[src/rtl/fft_pkg.sv]
// Shared definitions for the 4-point FFT sequencer.
// Holds the FSM state encoding, the sample/twiddle RAM map, per-state
// down-counter terminal values and the fixed butterfly schedule.
package fft_pkg;

  typedef enum logic [3:0] {
    ST_IDLE      = 4'd0,
    ST_CLR       = 4'd1,
    ST_WAIT_STEP = 4'd2,
    ST_LOAD      = 4'd3,
    ST_CALC1     = 4'd4,
    ST_LOADA     = 4'd5,
    ST_CALC2     = 4'd6,
    ST_WB        = 4'd7,
    ST_DONE      = 4'd8
  } state_e;

  typedef enum logic [1:0] {
    OP_A = 2'd0,
    OP_B = 2'd1,
    OP_W = 2'd2
  } operand_e;

  // RAM map: sample k Re/Im at 2k/2k+1, twiddle w Re/Im at 8+2w/9+2w.
  localparam logic [3:0] TWID_BASE = 4'd8;

  // Down-counter load values; a state ends when its counter reaches zero.
  localparam logic [2:0] LOAD_TC  = 3'd7;
  localparam logic [2:0] CALC_TC  = 3'd2;
  localparam logic [2:0] LOADA_TC = 3'd3;
  localparam logic [2:0] WB_TC    = 3'd3;

  localparam logic [1:0] LAST_BFLY = 2'd3;

  typedef struct packed {
    logic [1:0] a;
    logic [1:0] b;
    logic       w;
  } bfly_t;

  // Fixed radix-2 schedule: two first-stage butterflies, then two
  // second-stage ones, the last using W1.
  function automatic bfly_t bfly_entry(input logic [1:0] idx);
    bfly_t e;
    unique case (idx)
      2'd0:    e = '{a: 2'd0, b: 2'd2, w: 1'b0};
      2'd1:    e = '{a: 2'd1, b: 2'd3, w: 1'b0};
      2'd2:    e = '{a: 2'd0, b: 2'd1, w: 1'b0};
      default: e = '{a: 2'd2, b: 2'd3, w: 1'b1};
    endcase
    return e;
  endfunction

endpackage

[src/rtl/bfly_addr_gen.sv]
// Combinational RAM address generator.
// Ports:
//   bfly_idx_i  active butterfly (0..3)
//   operand_i   which operand (A, B or twiddle W)
//   part_im_i   0 = real word, 1 = imaginary word
//   mem_addr_o  RAM word address
module bfly_addr_gen
  import fft_pkg::*;
(
  input  logic [1:0] bfly_idx_i,
  input  operand_e   operand_i,
  input  logic       part_im_i,
  output logic [3:0] mem_addr_o
);

  bfly_t      entry;
  logic [3:0] base;

  always_comb begin
    entry = bfly_entry(bfly_idx_i);
    unique case (operand_i)
      OP_A:    base = {1'b0, entry.a, 1'b0};
      OP_B:    base = {1'b0, entry.b, 1'b0};
      OP_W:    base = TWID_BASE | {2'b00, entry.w, 1'b0};
      default: base = 4'd0;
    endcase
    mem_addr_o = {base[3:1], part_im_i};
  end

endmodule

[src/rtl/fft4_sequencer.sv]
// Control sequencer for an in-place 4-point FFT over a shared RAM.
// Each butterfly loads W and B, computes, loads A, computes, then writes
// Y back to A and Z back to B (22 cycles). Optional single-step mode
// parks between butterflies until a ReadyIn pulse.
// Ports:
//   Clock, Reset          clock, async active-high reset
//   start                 one-cycle run request (ignored while busy)
//   step_mode, ReadyIn    single-step enable and step pulse
//   mem_addr/mem_rd/mem_wr/part_im   RAM access
//   store_*, calc_*, display_*, clear  datapath strobes
//   busy, done, bfly_idx  status
//
// state      | meaning
// IDLE       | waiting for start
// CLR        | clear datapath
// WAIT_STEP  | step mode: parked until ReadyIn
// LOAD       | load W Re/Im, B Re/Im (read + capture per part)
// CALC1      | calc_ReWB, calc_ImY, calc_ImZ
// LOADA      | load A Re/Im
// CALC2      | calc_ReZ2, calc_ReZ, calc_ReY
// WB         | write Y Re/Im to A, Z Re/Im to B
// DONE       | done pulse, back to IDLE
module fft4_sequencer
  import fft_pkg::*;
(
  input  logic       Clock,
  input  logic       Reset,
  input  logic       start,
  input  logic       step_mode,
  input  logic       ReadyIn,
  output logic [3:0] mem_addr,
  output logic       mem_rd,
  output logic       mem_wr,
  output logic       part_im,
  output logic       store_W,
  output logic       store_B,
  output logic       store_A,
  output logic       calc_ReWB,
  output logic       calc_ImY,
  output logic       calc_ImZ,
  output logic       calc_ReZ2,
  output logic       calc_ReZ,
  output logic       calc_ReY,
  output logic       display_ReY,
  output logic       display_ImY,
  output logic       display_ReZ,
  output logic       display_ImZ,
  output logic       clear,
  output logic       busy,
  output logic       done,
  output logic [1:0] bfly_idx
);

  state_e     state_q, state_d;
  logic [2:0] cnt_q, cnt_d;
  logic [1:0] bfly_q, bfly_d;

  // Step index within a state; the counter runs down so this runs up.
  logic [2:0] ph;
  operand_e   op;
  logic       pim;
  logic       addr_en;
  logic [3:0] addr_raw;

  assign ph = ~cnt_q;

  always_ff @(posedge Clock or posedge Reset) begin
    if (Reset) begin
      state_q <= ST_IDLE;
      cnt_q   <= 3'd0;
      bfly_q  <= 2'd0;
    end else begin
      state_q <= state_d;
      cnt_q   <= cnt_d;
      bfly_q  <= bfly_d;
    end
  end

  always_comb begin
    state_d = state_q;
    cnt_d   = cnt_q;
    bfly_d  = bfly_q;
    unique case (state_q)
      ST_IDLE: begin
        if (start) begin
          state_d = ST_CLR;
          bfly_d  = 2'd0;
        end
      end
      ST_CLR: begin
        if (step_mode) begin
          state_d = ST_WAIT_STEP;
        end else begin
          state_d = ST_LOAD;
          cnt_d   = LOAD_TC;
        end
      end
      ST_WAIT_STEP: begin
        if (ReadyIn) begin
          state_d = ST_LOAD;
          cnt_d   = LOAD_TC;
        end
      end
      ST_LOAD: begin
        if (cnt_q == 3'd0) begin
          state_d = ST_CALC1;
          cnt_d   = CALC_TC;
        end else begin
          cnt_d = cnt_q - 3'd1;
        end
      end
      ST_CALC1: begin
        if (cnt_q == 3'd0) begin
          state_d = ST_LOADA;
          cnt_d   = LOADA_TC;
        end else begin
          cnt_d = cnt_q - 3'd1;
        end
      end
      ST_LOADA: begin
        if (cnt_q == 3'd0) begin
          state_d = ST_CALC2;
          cnt_d   = CALC_TC;
        end else begin
          cnt_d = cnt_q - 3'd1;
        end
      end
      ST_CALC2: begin
        if (cnt_q == 3'd0) begin
          state_d = ST_WB;
          cnt_d   = WB_TC;
        end else begin
          cnt_d = cnt_q - 3'd1;
        end
      end
      ST_WB: begin
        if (cnt_q != 3'd0) begin
          cnt_d = cnt_q - 3'd1;
        end else if (bfly_q == LAST_BFLY) begin
          state_d = ST_DONE;
          bfly_d  = 2'd0;
        end else begin
          bfly_d = bfly_q + 2'd1;
          if (step_mode) begin
            state_d = ST_WAIT_STEP;
          end else begin
            state_d = ST_LOAD;
            cnt_d   = LOAD_TC;
          end
        end
      end
      ST_DONE: state_d = ST_IDLE;
      default: state_d = ST_IDLE;
    endcase
  end

  // All outputs decode from registered state, so an async reset clears
  // them in the same cycle and nothing half-written can follow.
  always_comb begin
    op          = OP_A;
    pim         = 1'b0;
    addr_en     = 1'b0;
    mem_rd      = 1'b0;
    mem_wr      = 1'b0;
    store_W     = 1'b0;
    store_B     = 1'b0;
    store_A     = 1'b0;
    calc_ReWB   = 1'b0;
    calc_ImY    = 1'b0;
    calc_ImZ    = 1'b0;
    calc_ReZ2   = 1'b0;
    calc_ReZ    = 1'b0;
    calc_ReY    = 1'b0;
    display_ReY = 1'b0;
    display_ImY = 1'b0;
    display_ReZ = 1'b0;
    display_ImZ = 1'b0;
    unique case (state_q)
      ST_LOAD: begin
        // ph: [2] W->B, [1] Re->Im, [0] read->capture
        op      = ph[2] ? OP_B : OP_W;
        pim     = ph[1];
        addr_en = 1'b1;
        if (ph[0]) begin
          store_W = ~ph[2];
          store_B = ph[2];
        end else begin
          mem_rd = 1'b1;
        end
      end
      ST_CALC1: begin
        if (cnt_q == 3'd2)      calc_ReWB = 1'b1;
        else if (cnt_q == 3'd1) calc_ImY  = 1'b1;
        else                    calc_ImZ  = 1'b1;
      end
      ST_LOADA: begin
        op      = OP_A;
        pim     = ph[1];
        addr_en = 1'b1;
        if (ph[0]) store_A = 1'b1;
        else       mem_rd  = 1'b1;
      end
      ST_CALC2: begin
        if (cnt_q == 3'd2)      calc_ReZ2 = 1'b1;
        else if (cnt_q == 3'd1) calc_ReZ  = 1'b1;
        else                    calc_ReY  = 1'b1;
      end
      ST_WB: begin
        op      = ph[1] ? OP_B : OP_A;
        pim     = ph[0];
        addr_en = 1'b1;
        mem_wr  = 1'b1;
        unique case (ph[1:0])
          2'd0:    display_ReY = 1'b1;
          2'd1:    display_ImY = 1'b1;
          2'd2:    display_ReZ = 1'b1;
          default: display_ImZ = 1'b1;
        endcase
      end
      default: ;
    endcase
  end

  bfly_addr_gen u_addr_gen (
    .bfly_idx_i (bfly_q),
    .operand_i  (op),
    .part_im_i  (pim),
    .mem_addr_o (addr_raw)
  );

  assign mem_addr = addr_en ? addr_raw : 4'd0;
  assign part_im  = addr_en ? pim : 1'b0;
  assign clear    = (state_q == ST_CLR);
  assign done     = (state_q == ST_DONE);
  assign busy     = (state_q != ST_IDLE);
  assign bfly_idx = bfly_q;

endmodule

[config.mk]
export PLATFORM = sky130hd
export DESIGN_NAME = fft4_sequencer
export DESIGN_NICKNAME = d
export VERILOG_FILES = /design/src/rtl/fft_pkg.sv /design/src/rtl/bfly_addr_gen.sv /design/src/rtl/fft4_sequencer.sv
export SDC_FILE = /design/constraint.sdc
export NUM_CORES = 1
export LEC_CHECK = 0
export CAP_MARGIN = 15
export CORE_MARGIN = 2
export CORE_UTILIZATION = 43
export CTS_BUF_LIST = sky130_fd_sc_hd__clkbuf_2
export CTS_CLUSTER_DIAMETER = 30
export DETAILED_ROUTE_END_ITERATION = 6
export HOLD_SLACK_MARGIN = 0.02
export MAX_ROUTING_LAYER = met4
export PLACE_DENSITY_LB_ADDON = 0.25
export REMOVE_ABC_BUFFERS = 1
export SLEW_MARGIN = 20
export SYNTH_ARGS = -nofsm -noshare
export SYNTH_HDL_FRONTEND = slang
export SYNTH_HIERARCHICAL = 1
export SYNTH_SLANG_ARGS = --single-unit
[constraint.sdc]
create_clock -name Clock -period 1.94 [get_ports Clock]
set_input_delay 0.388 -clock Clock [delete_from_list [all_inputs] [get_ports Clock]]
set_output_delay 0.388 -clock Clock [all_outputs]
set_load 0.1 [all_outputs]
======== Word level (Yosys, flattened, before mapping) ========
Cells that the tools add are included.
word-level totals
  word-level logic and storage cells ...... 106
  output and inout bits ................... 25
  bits of input ports ..................... 5
  flip-flop bits (word level) ............. 9
operators by class
  muxes and demuxes ....................... 58
  reduce and logical (&&, ||, !) cells .... 16
  add/sub/neg operators ................... 2
  equality and inequality tests ........... 25
  bitwise operators ....................... 2
operators by type and width
  kind                                                                    count
  4-bit 2-to-1 mux                                                        9
  1-bit 2-to-1 mux                                                        32
  4-bit case mux with 8 select lines                                      1
  3-bit 2-to-1 mux                                                        6
  4-bit by 3-bit equality test with 1-bit output (second input constant)  4
  3-bit case mux with 5 select lines                                      1
  5-bit case mux with 3 select lines                                      1
  2-bit != test (second input constant)                                   7
  4-bit case mux with 3 select lines                                      1
  2-bit equality test (second input constant)                             4
  4-bit by 2-bit equality test with 1-bit output (second input constant)  2
  2-bit 2-to-1 mux                                                        4
  2-bit case mux with 2 select lines                                      2
  7-bit AND reduction                                                     1
  2-bit by 1-bit equality test with 1-bit output (second input constant)  3
  2-bit zero test                                                         3
  3-bit AND reduction                                                     2
  3-bit OR reduction                                                      2
  5-bit nonzero test                                                      1
  4-bit by 1-bit equality test with 1-bit output (second input constant)  1
  4-bit equality test (second input constant)                             1
  4-bit zero test                                                         1
  4-bit nonzero test                                                      1
  2-bit OR reduction                                                      2
  11 further kinds                                                        11

======== Depth between registers and ports, before layout ========
Gate-level depths: netlist of run 1.
  word-level depth ........................ 6
  gate-level depth with buffers ........... 7
  gate-level depth less buffers ........... 6

======== Hierarchy ========
The synthesis of run 1 kept the hierarchy.
by module, submodules not included
  module          seq. area each (um^2)  instances  cells an instance  area an instance (um^2)
  fft4_sequencer  225.2                  1          120                912.1
  bfly_addr_gen   0.0                    1          7                  51.3

======== Worst setup path after synthesis of run 1 ========
Ideal clock, no wire load.
  path type ............................... flip-flop to output port
  from .................................... register state_q[2]
  to ...................................... output store_B
  path buffers ............................ 2
  stages on the path, launching flop included .. 4
  arrival ................................. 3.625 ns
  setup slack ............................. -2.073 ns
  data required time ...................... 1.552 ns
  cell sequence ........................... dfrtp_1 > buf_2 > clkbuf_1 > nor4_1
on the way
  longest elaborated chain between the ends .. 2
ends and longest elaborated chain
  what                                            line                   text
  start: declaration                              fft4_sequencer.sv:54   state_e state_q, state_d;
  start signal: assignment                        fft4_sequencer.sv:73   state_q <= state_d;
  4-bit by 2-bit equality test with 1-bit output  fft4_sequencer.sv:178  unique case (state_q)
  1-bit 2-to-1 mux                                fft4_sequencer.sv:178
  end: declaration                                fft4_sequencer.sv:36   output logic store_B,
Every way passes these cells.

======== Worst setup path after layout of run 1 ========
  from .................................... register state_q[1]
  to ...................................... output mem_addr[1]
on the way
  longest elaborated chain between the ends .. 5
  elaborated cells between the ends (all ways) .. 11
  those cells by class .................... 5 x eq/ne; 4 x mux; 2 x reduce/logical
ends and longest elaborated chain
  what                                                                                                              line                   text
  4-bit by 3-bit equality test with 1-bit output or 4-bit by 2-bit equality test with 1-bit output (tied branches)  fft4_sequencer.sv:178
  2-bit case mux with 2 select lines *                                                                              fft4_sequencer.sv:178
  via op[0]                                                                                                         fft4_sequencer.sv:60   operand_e op;
  2-bit equality test (tied with other cells)                                                                       bfly_addr_gen.sv:21    unique case (operand_i)
  4-bit case mux with 3 select lines *                                                                              bfly_addr_gen.sv:21
  via addr_raw[1]                                                                                                   fft4_sequencer.sv:63   logic [3:0] addr_raw;
  4-bit 2-to-1 mux *                                                                                                fft4_sequencer.sv:231  assign mem_addr = addr_en ? addr_raw : 4'd0;
  end: declaration                                                                                                  fft4_sequencer.sv:31   output logic [3:0] mem_addr,
Mark *: on every way through the listed nets, which the timed path passes. The rest lies on a longest branch.

==> impl_metrics.ini, run 1 <==
[yosys]
yosysWarnings = 6
post-synth-top-area-fraction_pct = 23.38
average_size_of_a_mapped_cell_um2 = 7.586
ys_types = 38
synthCells = 127
synth_sequential_area_ratio_pct = 23.38
yosys.area_share.xor_xnor_pct = 1.818
synth_area_leader_cell = dfrtp_1
synth.top_cells.by_area = dfrtp_1, nor2_1, ha_1
netlist_top_cells_count = nor2_1, dfrtp_1, nand2_1, and2_1, and3_1
synth_simple_gate_area_share_pct = 37.53
area_of_the_mapped_netlist_um2 = 963.4
combinational_family_with_the_most_area_after_synthesis = simple AND/OR/NAND/NOR gates
ys_dominant_reg_cell = dfrtp_1
ys_ff_latch = 9
proportion_of_synthesized_area_in_mux_cells_pct = 4.286
library_cell_with_the_highest_instance_count_after_synthesis = nor2_1
synth_fa_ha_area_share_pct = 7.792
synth_compound_gate_area_share_pct = 19.35
number_of_enable_type_register_cells_in_the_synthesized_netlist = 0
proportion_of_register_bits_with_asynchronous_set_or_reset_after_synthesis_pct = 100.0

[detailed_routing]
drt-initial-drc-count = 122
vias = 1412
drt_drc_violations_left = 0
number_of_search_and_repair_iterations_in_the_first_detailed_routing_pass = 5
detail_route.wirelength_um = 4997
detailed_route_vias_per_instance = 6.507
avg_wl_per_cell_um = 23.03
route.antenna.remaining_nets = 0

[grt]
grt_usage_pct = 33.27
grt_overflow = 0
pin_count_of_the_biggest_net_entering_global_routing = 13
grt_pass1_vias = 1339
antenna_found_initial = 0
grt_pass1_wl_um = 6292

[critical_path]
critPathTopFamily = simple AND/OR/NAND/NOR gates
crit_slowest_cell = dfrtp_1
r2r_start = cnt_q[1]
start_kind = flop
critical_path.max_stage_delay_ns = 0.45
cp_max_fo = 4
cp-end-kind = primary output
r2r_cell_count = 7
ordered_cell_list_for_the_critical_path = and3b_2 -> and3_4 -> nand4b_1 -> o21ai_1 -> and2_4 -> buf_12
critPathRequiredTime_ns = 1.55
crit_buf_inv = 1
critical_path_class = flop to primary output
r2r_setup_slack_ns = 0.07
critPathArrivalTime_ns = 1.79
worst_r2r_endpoint = cnt_q[0]

[place]
dpl.hpwl_um = 2578
placement.setup.worst_slack_ns = 0.1166
gp_congestion = 0.8867
place.port_buffers = 29

[timing]
report.final.slew_viol_count = 0
final.setup_skew_ns = 0.01873
crit_path_time_final_ns = 2.179
timing.final.hold_violations = 0
timing.final.crit_share_pct = 112.3
final_critical_path_setup_slack_ns = -0.2389
worst_max_slew_margin_expressed_relative_to_the_limit_pct = 71.06
achievable-frequency_mhz = 458.9
tightest_slew_ns = 0.4308
finalSetupViolations = 21
rsz0062_at_grt = yes

[hold_path]
hold_path.class = input port to asynchronous set/reset pin

[job]
maxCapViolCount = 0

[die]
top_level_ports = 30
core.rowCount = 17
die-width_um = 51.34
floorplan.core_area_um2 = 2170
design.die.area_um2 = 2635
initial_standard_cell_utilization_of_the_core_pct = 44.41
die_height_um = 51.34

[clock_tree]
tritoncts = yes
cts_made_buffers = 3
clock-sinks = 9
cts-htree-levels = 1
cts-root-buf = clkbuf_2
clk_pin_slew_worst_paths_ns = 0.11
clkLatencyLatePin_ns = 0.27
ctsHoldBuffers = 0
ctsLongestPathBuffers = 2

[layout]
layout.nets = 201
num_antenna_cells = 0
syn2layout_area_growth_pct = 106.5
layout.filler_cells = 81
final_layout_size_suffix_gt1_share_pct = 53.97
core_util_final_pct = 91.70

[power]
vdd_drop_max_mv = 1.771
cellPowerDensity_nw_per_um2 = 1921
static-leakage-power_uw = 0.0008862

[status]
run_status = finished with violations
failed_checks = negative setup slack
==> worst register-to-register path: cells and delay by family (launching register included) <==
kind,cells,cell delay (ns)
buffers and inverters,2,0.27
adders and majority gates,1,0.18
DFF,1,0.45
and+or+nand+nor,2,0.34
AOI/OAI and AO/OA,2,0.53
==> power by group <==
group,switching [uW],internal [uW],total [uW]
combinational,2040,1310,3350
sequential,84.3,256,340
clock,74.6,54.7,129
total,2200,1620,3820
==> worst max path at each step <==
| stage | cells after the start | end | from |
|---|---|---|---|
| floorplan | 2 | store_A | state_q[2] |
| global placement | 6 | mem_addr[1] | state_q[3] |
| detailed placement | 6 | mem_addr[1] | state_q[3] |
| CTS | 6 | mem_addr[1] | state_q[3] |
| global route | 6 | mem_addr[1] | state_q[1] |
| finish | 6 | mem_addr[1] | state_q[1] |
==> sequential cells by signal (all words and copies together), names as in the netlist <==
signal and flops:
bfly_idx 2, cnt_q 3, state_q 4
==> placed cells by master (no fill, tap or decap), types with 2 or more instances in the layout <==
| cell | instances |
|---|---|
| buf_4 | 30 |
| buf_12 | 25 |
| dfrtp_1 | 9 |
| nor2_1 | 8 |
| nor2_4 | 7 |
| nand2_1 | 7 |
| and2_1 | 6 |
| a21oi_1 | 6 |
| nor2_2 | 6 |
| buf_6 | 5 |
| nand2b_1 | 4 |
| and3_4 | 4 |
| and3_1 | 4 |
| clkbuf_2 | 4 |
| clkdlybuf4s50_1 | 4 |
| inv_1 | 3 |
| nand4_1 | 3 |
| inv_2 | 3 |
| nor3_1 | 3 |
| mux2i_1 | 3 |
| ha_1 | 3 |
| ha_4 | 3 |
| a41o_1 | 2 |
| o22ai_1 | 2 |
| and2_4 | 2 |
| xnor2_1 | 2 |
| nand3b_1 | 2 |
| nand3_1 | 2 |
| nand2_4 | 2 |
| a22o_1 | 2 |
==> kinds of logic after synthesis <==
family / Yosys count
flip-flops: 9
buffers and inverters: 13
AO/OA/AOI/OAI: 24
multiplexers: 4
XOR/XNOR: 2
AND/OR/NAND/NOR: 69
adder cells (fa/ha/maj): 6
==> routing by layer <==
metal	global-route usage, %	up-vias	wire (um)
met5	-	-	0
met4	18.42	0	292
met3	4.971	39	583
met2	60.82	144	2348
met1	33.87	649	1772
li1	-	580	-
==> final cells by class <==
| type | instances | area, um^2 | area share (%) |
|---|---|---|---|
| Multi-Input combinational cell | 105 | 859.6 | 43.21 |
| Timing Repair Buffer | 65 | 827.0 | 41.57 |
| Clock buffer | 4 | 20.02 | 1.006 |
| Tap cell | 28 | 35.03 | 1.761 |
| Sequential cell | 9 | 225.2 | 11.32 |
| Inverter | 6 | 22.52 | 1.132 |
==> metrics by stage <==
step                      TNS (ns)  instance area (um^2)  hold slack (ns)  power, uW  cells
after CTS                  -0.1916                  1793           0.4059       3265    207
after global routing        -2.939                  1989           0.4522       3933    217
after detailed placement         0                  1648           0.6399       2932    196
after global placement           0                  1648           0.6077       2840    196
after floorplan             -17.93                 929.6           0.2159       1937    120
final                       -2.093                  1989           0.3820       3822    217
==> repair_timing <==
| action | 4_1_cts | 5_1_grt |
|---|---|---|
| endpoints found under the setup margin | 19 | 21 |
| endpoints found under the hold margin | 0 | 0 |
| pin swaps | 7 | 7 |
| buffers inserted | 7 | 10 |
| resized for setup | 25 | 26 |
| cloned | 1 | 0 |
Power figures use the tool's default switching activity.
==> run 2: changes to the inputs <==
--- a/config.mk
+++ b/config.mk
@@ -13,7 +13,7 @@
 export DETAILED_ROUTE_END_ITERATION = 6
 export HOLD_SLACK_MARGIN = 0.02
 export MAX_ROUTING_LAYER = met4
-export PLACE_DENSITY_LB_ADDON = 0.25
+export PLACE_DENSITY_LB_ADDON = 0.08
 export REMOVE_ABC_BUFFERS = 1
 export SLEW_MARGIN = 20
 export SYNTH_ARGS = -nofsm -noshare
==> run 2 against run 1 <==
The run now fails in clock tree synthesis; synthesized cell count unchanged; synthesized area unchanged.
==> impl_metrics.ini, run 2 <==
[clock_tree]
ctsHoldBuffers = 0
cts-root-buf = clkbuf_2
cts-htree-levels = 1
cts_setup_buffers = 3
cts_repair_resize_count = 26
clock-sinks = 9
ctsLongestPathBuffers = 2
cts_made_buffers = 3

[yosys]
post-synth-top-area-fraction_pct = 23.38
synthCells = 127
library_cell_with_the_highest_instance_count_after_synthesis = nor2_1
synth.top_cells.by_area = dfrtp_1, nor2_1, ha_1
synth_sequential_area_ratio_pct = 23.38
average_size_of_a_mapped_cell_um2 = 7.586
ys_ff_latch = 9
ys_dominant_reg_cell = dfrtp_1
number_of_enable_type_register_cells_in_the_synthesized_netlist = 0
ys_types = 38
area_of_the_mapped_netlist_um2 = 963.4
netlist_top_cells_count = nor2_1, dfrtp_1, nand2_1, and2_1, and3_1
proportion_of_register_bits_with_asynchronous_set_or_reset_after_synthesis_pct = 100.0
synth_area_leader_cell = dfrtp_1
yosysWarnings = 6

[place]
gp_congestion = 0.9344
post-place-cells = 198
placement.setup.worst_slack_ns = 0.09815
dpl.hpwl_um = 2440
place.port_buffers = 29

[status]
failing_step = clock tree synthesis
run_status = aborted with a tool error
firstError = [ERROR DPL-0033] detailed placement checks failed during check placement.

[die]
initial_standard_cell_utilization_of_the_core_pct = 44.41
die_height_um = 51.34
die-width_um = 51.34
top_level_ports = 30
core.rowCount = 17
[run 2: per-stage QoR]
| stage | area (um^2) | setup TNS, ns |
|---|---|---|
| after detailed placement | 1663 | 0 |
| after global placement | 1663 | 0 |
| after floorplan | 929.6 | -17.93 |
[run 2: cell families after synthesis]
logic type               after synthesis  synth area share [%]
AND/OR/NAND/NOR                       69                 37.53
AO/OA/AOI/OAI                         24                 19.35
buffers and inverters                 13                 5.844
flip-flops                             9                 23.38
adder cells (fa/ha/maj)                6                 7.792
multiplexers                           4                 4.286
XOR/XNOR                               2                 1.819
==> run 3: changes to the inputs <==
--- a/config.mk
+++ b/config.mk
@@ -6,14 +6,10 @@
 export NUM_CORES = 1
 export LEC_CHECK = 0
 export CAP_MARGIN = 15
-export CORE_MARGIN = 2
-export CORE_UTILIZATION = 43
-export CTS_BUF_LIST = sky130_fd_sc_hd__clkbuf_2
-export CTS_CLUSTER_DIAMETER = 30
+export CORE_AREA = 2 2 63 65
 export DETAILED_ROUTE_END_ITERATION = 6
-export HOLD_SLACK_MARGIN = 0.02
-export MAX_ROUTING_LAYER = met4
-export PLACE_DENSITY_LB_ADDON = 0.08
+export DIE_AREA = 0 0 65 67
+export PLACE_DENSITY_LB_ADDON = 0.15
 export REMOVE_ABC_BUFFERS = 1
 export SLEW_MARGIN = 20
 export SYNTH_ARGS = -nofsm -noshare
==> constraint.sdc (replaced) <==
create_clock -name Clock -period 2.52 [get_ports Clock]
set_input_delay 0.504 -clock Clock [delete_from_list [all_inputs] [get_ports Clock]]
set_output_delay 0.504 -clock Clock [all_outputs]
set_load 0.1 [all_outputs]
==> run 3 against run 2 <==
The run now ends clean.
==> impl_metrics.ini, run 3 (same netlist as run 1, synthesis figures left out) <==
[layout]
regMostFlops = state_q
mostFrequentLayoutCells = buf_12, nor2_1, nand2_1, and2_1, and3_1
layout.cell_area.non_filler_um2 = 1568
seq_area_um2 = 227.7
layout.nets = 167
final_common_cell = buf_12
syn2layout_area_growth_pct = 62.73
multiInputGateArea_um2 = 681.9
final_layout_size_suffix_gt1_share_pct = 23.87
num_antenna_cells = 0
layout.filler_cells = 361
largest_register_ff_count = 4

[place]
place.port_buffers = 29
gp_congestion = 0.8339
instance_area_after_placement_um2 = 1520
dpl.hpwl_um = 2175
placement.setup.worst_slack_ns = 0.3511

[timing]
timing.final.crit_share_pct = 91.55
rsz0062_at_grt = no
final_critical_path_setup_slack_ns = 0.2130
crit_path_time_final_ns = 2.307
tightest_slew_ns = 0.5957
final.setup_skew_ns = 0.0004473
worst_max_slew_margin_expressed_relative_to_the_limit_pct = 59.92
report.final.slew_viol_count = 0
achievable-frequency_mhz = 433.5
timing.final.hold_violations = 0
finalSetupViolations = 0
hold-worst-slack_ns = 0.5441

[die]
core.rowCount = 22
top_level_ports = 30
die-width_um = 65
die_height_um = 67
initial_standard_cell_utilization_of_the_core_pct = 26.72
floorplan.core_area_um2 = 3606
design.die.area_um2 = 4355

[critical_path]
start_kind = flop
critical_path_class = flop to primary output
cp-end-kind = primary output
critPathArrivalTime_ns = 1.80
critPathRequiredTime_ns = 2.02
r2r_cell_count = 6
r2r_setup_slack_ns = 0.54
cp_max_fo = 13
r2r_start = cnt_q[1]
worst_r2r_endpoint = cnt_q[0]

[grt]
grt_usage_pct = 13.41
grt_pass1_vias = 945
grt_pass1_wl_um = 4629
pin_count_of_the_biggest_net_entering_global_routing = 18
antenna_found_initial = 0
grt_overflow = 0

[detailed_routing]
detail_route.wirelength_um = 2710
avg_wl_per_cell_um = 13.35
number_of_search_and_repair_iterations_in_the_first_detailed_routing_pass = 4
route.antenna.remaining_nets = 0
drt_drc_violations_left = 0
detailed_route_vias_per_instance = 5.054
drt-initial-drc-count = 28
vias = 1026

[clock_tree]
clkLatencyLatePin_ns = 0.22
clock-sinks = 9
clk_pin_slew_worst_paths_ns = 0.04
cts_made_buffers = 3
cts-htree-levels = 1
ctsLongestPathBuffers = 2
ctsHoldBuffers = 0
cts_setup_buffers = 0
tritoncts = yes
cts_repair_resize_count = 0
cts-root-buf = clkbuf_8

[job]
maxCapViolCount = 0

[hold_path]
hold_path.class = input port to asynchronous set/reset pin

[status]
run_status = finished clean
-- run 3: layout make-up --
type | instances | area share (%)
flip-flops and latches | 9 | 14.53
well taps | 48 | 3.831
clock buffers | 4 | 2.873
inverters | 6 | 1.437
repair buffers | 31 | 33.84
multi-input cells | 105 | 43.50
-- run 3: routing by layer --
metal / wire (um) / GRT usage, %
met1: 1248 / 17.04
met2: 1312 / 22.68
met3: 130 / 2.196
met4: 20 / 5.053
met5: 0 / 0
-- run 3: how the worst max path moves through the flow --
stage                     startpoint          end  cells after the start
after floorplan           state_q[2]      store_A                      2
after global placement    state_q[1]  mem_addr[1]                      6
after detailed placement  state_q[1]  mem_addr[1]                      6
after CTS                 state_q[1]  mem_addr[1]                      6
after global routing      state_q[3]  mem_addr[1]                      6
final                     state_q[3]     calc_ReY                      4
-- run 3: metrics by stage --
| step | std cells | utilization [%] | setup TNS [ns] |
|---|---|---|---|
| final | 203 | 43.48 | 0 |
| after global routing | 203 | 43.48 | 0 |
| after CTS | 203 | 43.41 | 0 |
| after detailed placement | 199 | 42.16 | 0 |
| after global placement | 199 | 42.16 | 0 |
| after floorplan | 120 | - | -8.812 |
-- run 3: worst max-delay path: stages, from the launching register on --
cell and delay, ns:
dfrtp_1 0.50, nor2_1 0.43, nand3b_1 0.20, nor2_1 0.24
buf_12 0.21
Power of run 3 is not shown: default switching activity piles up to over one toggle a cycle in this logic, so the estimate is an artifact.
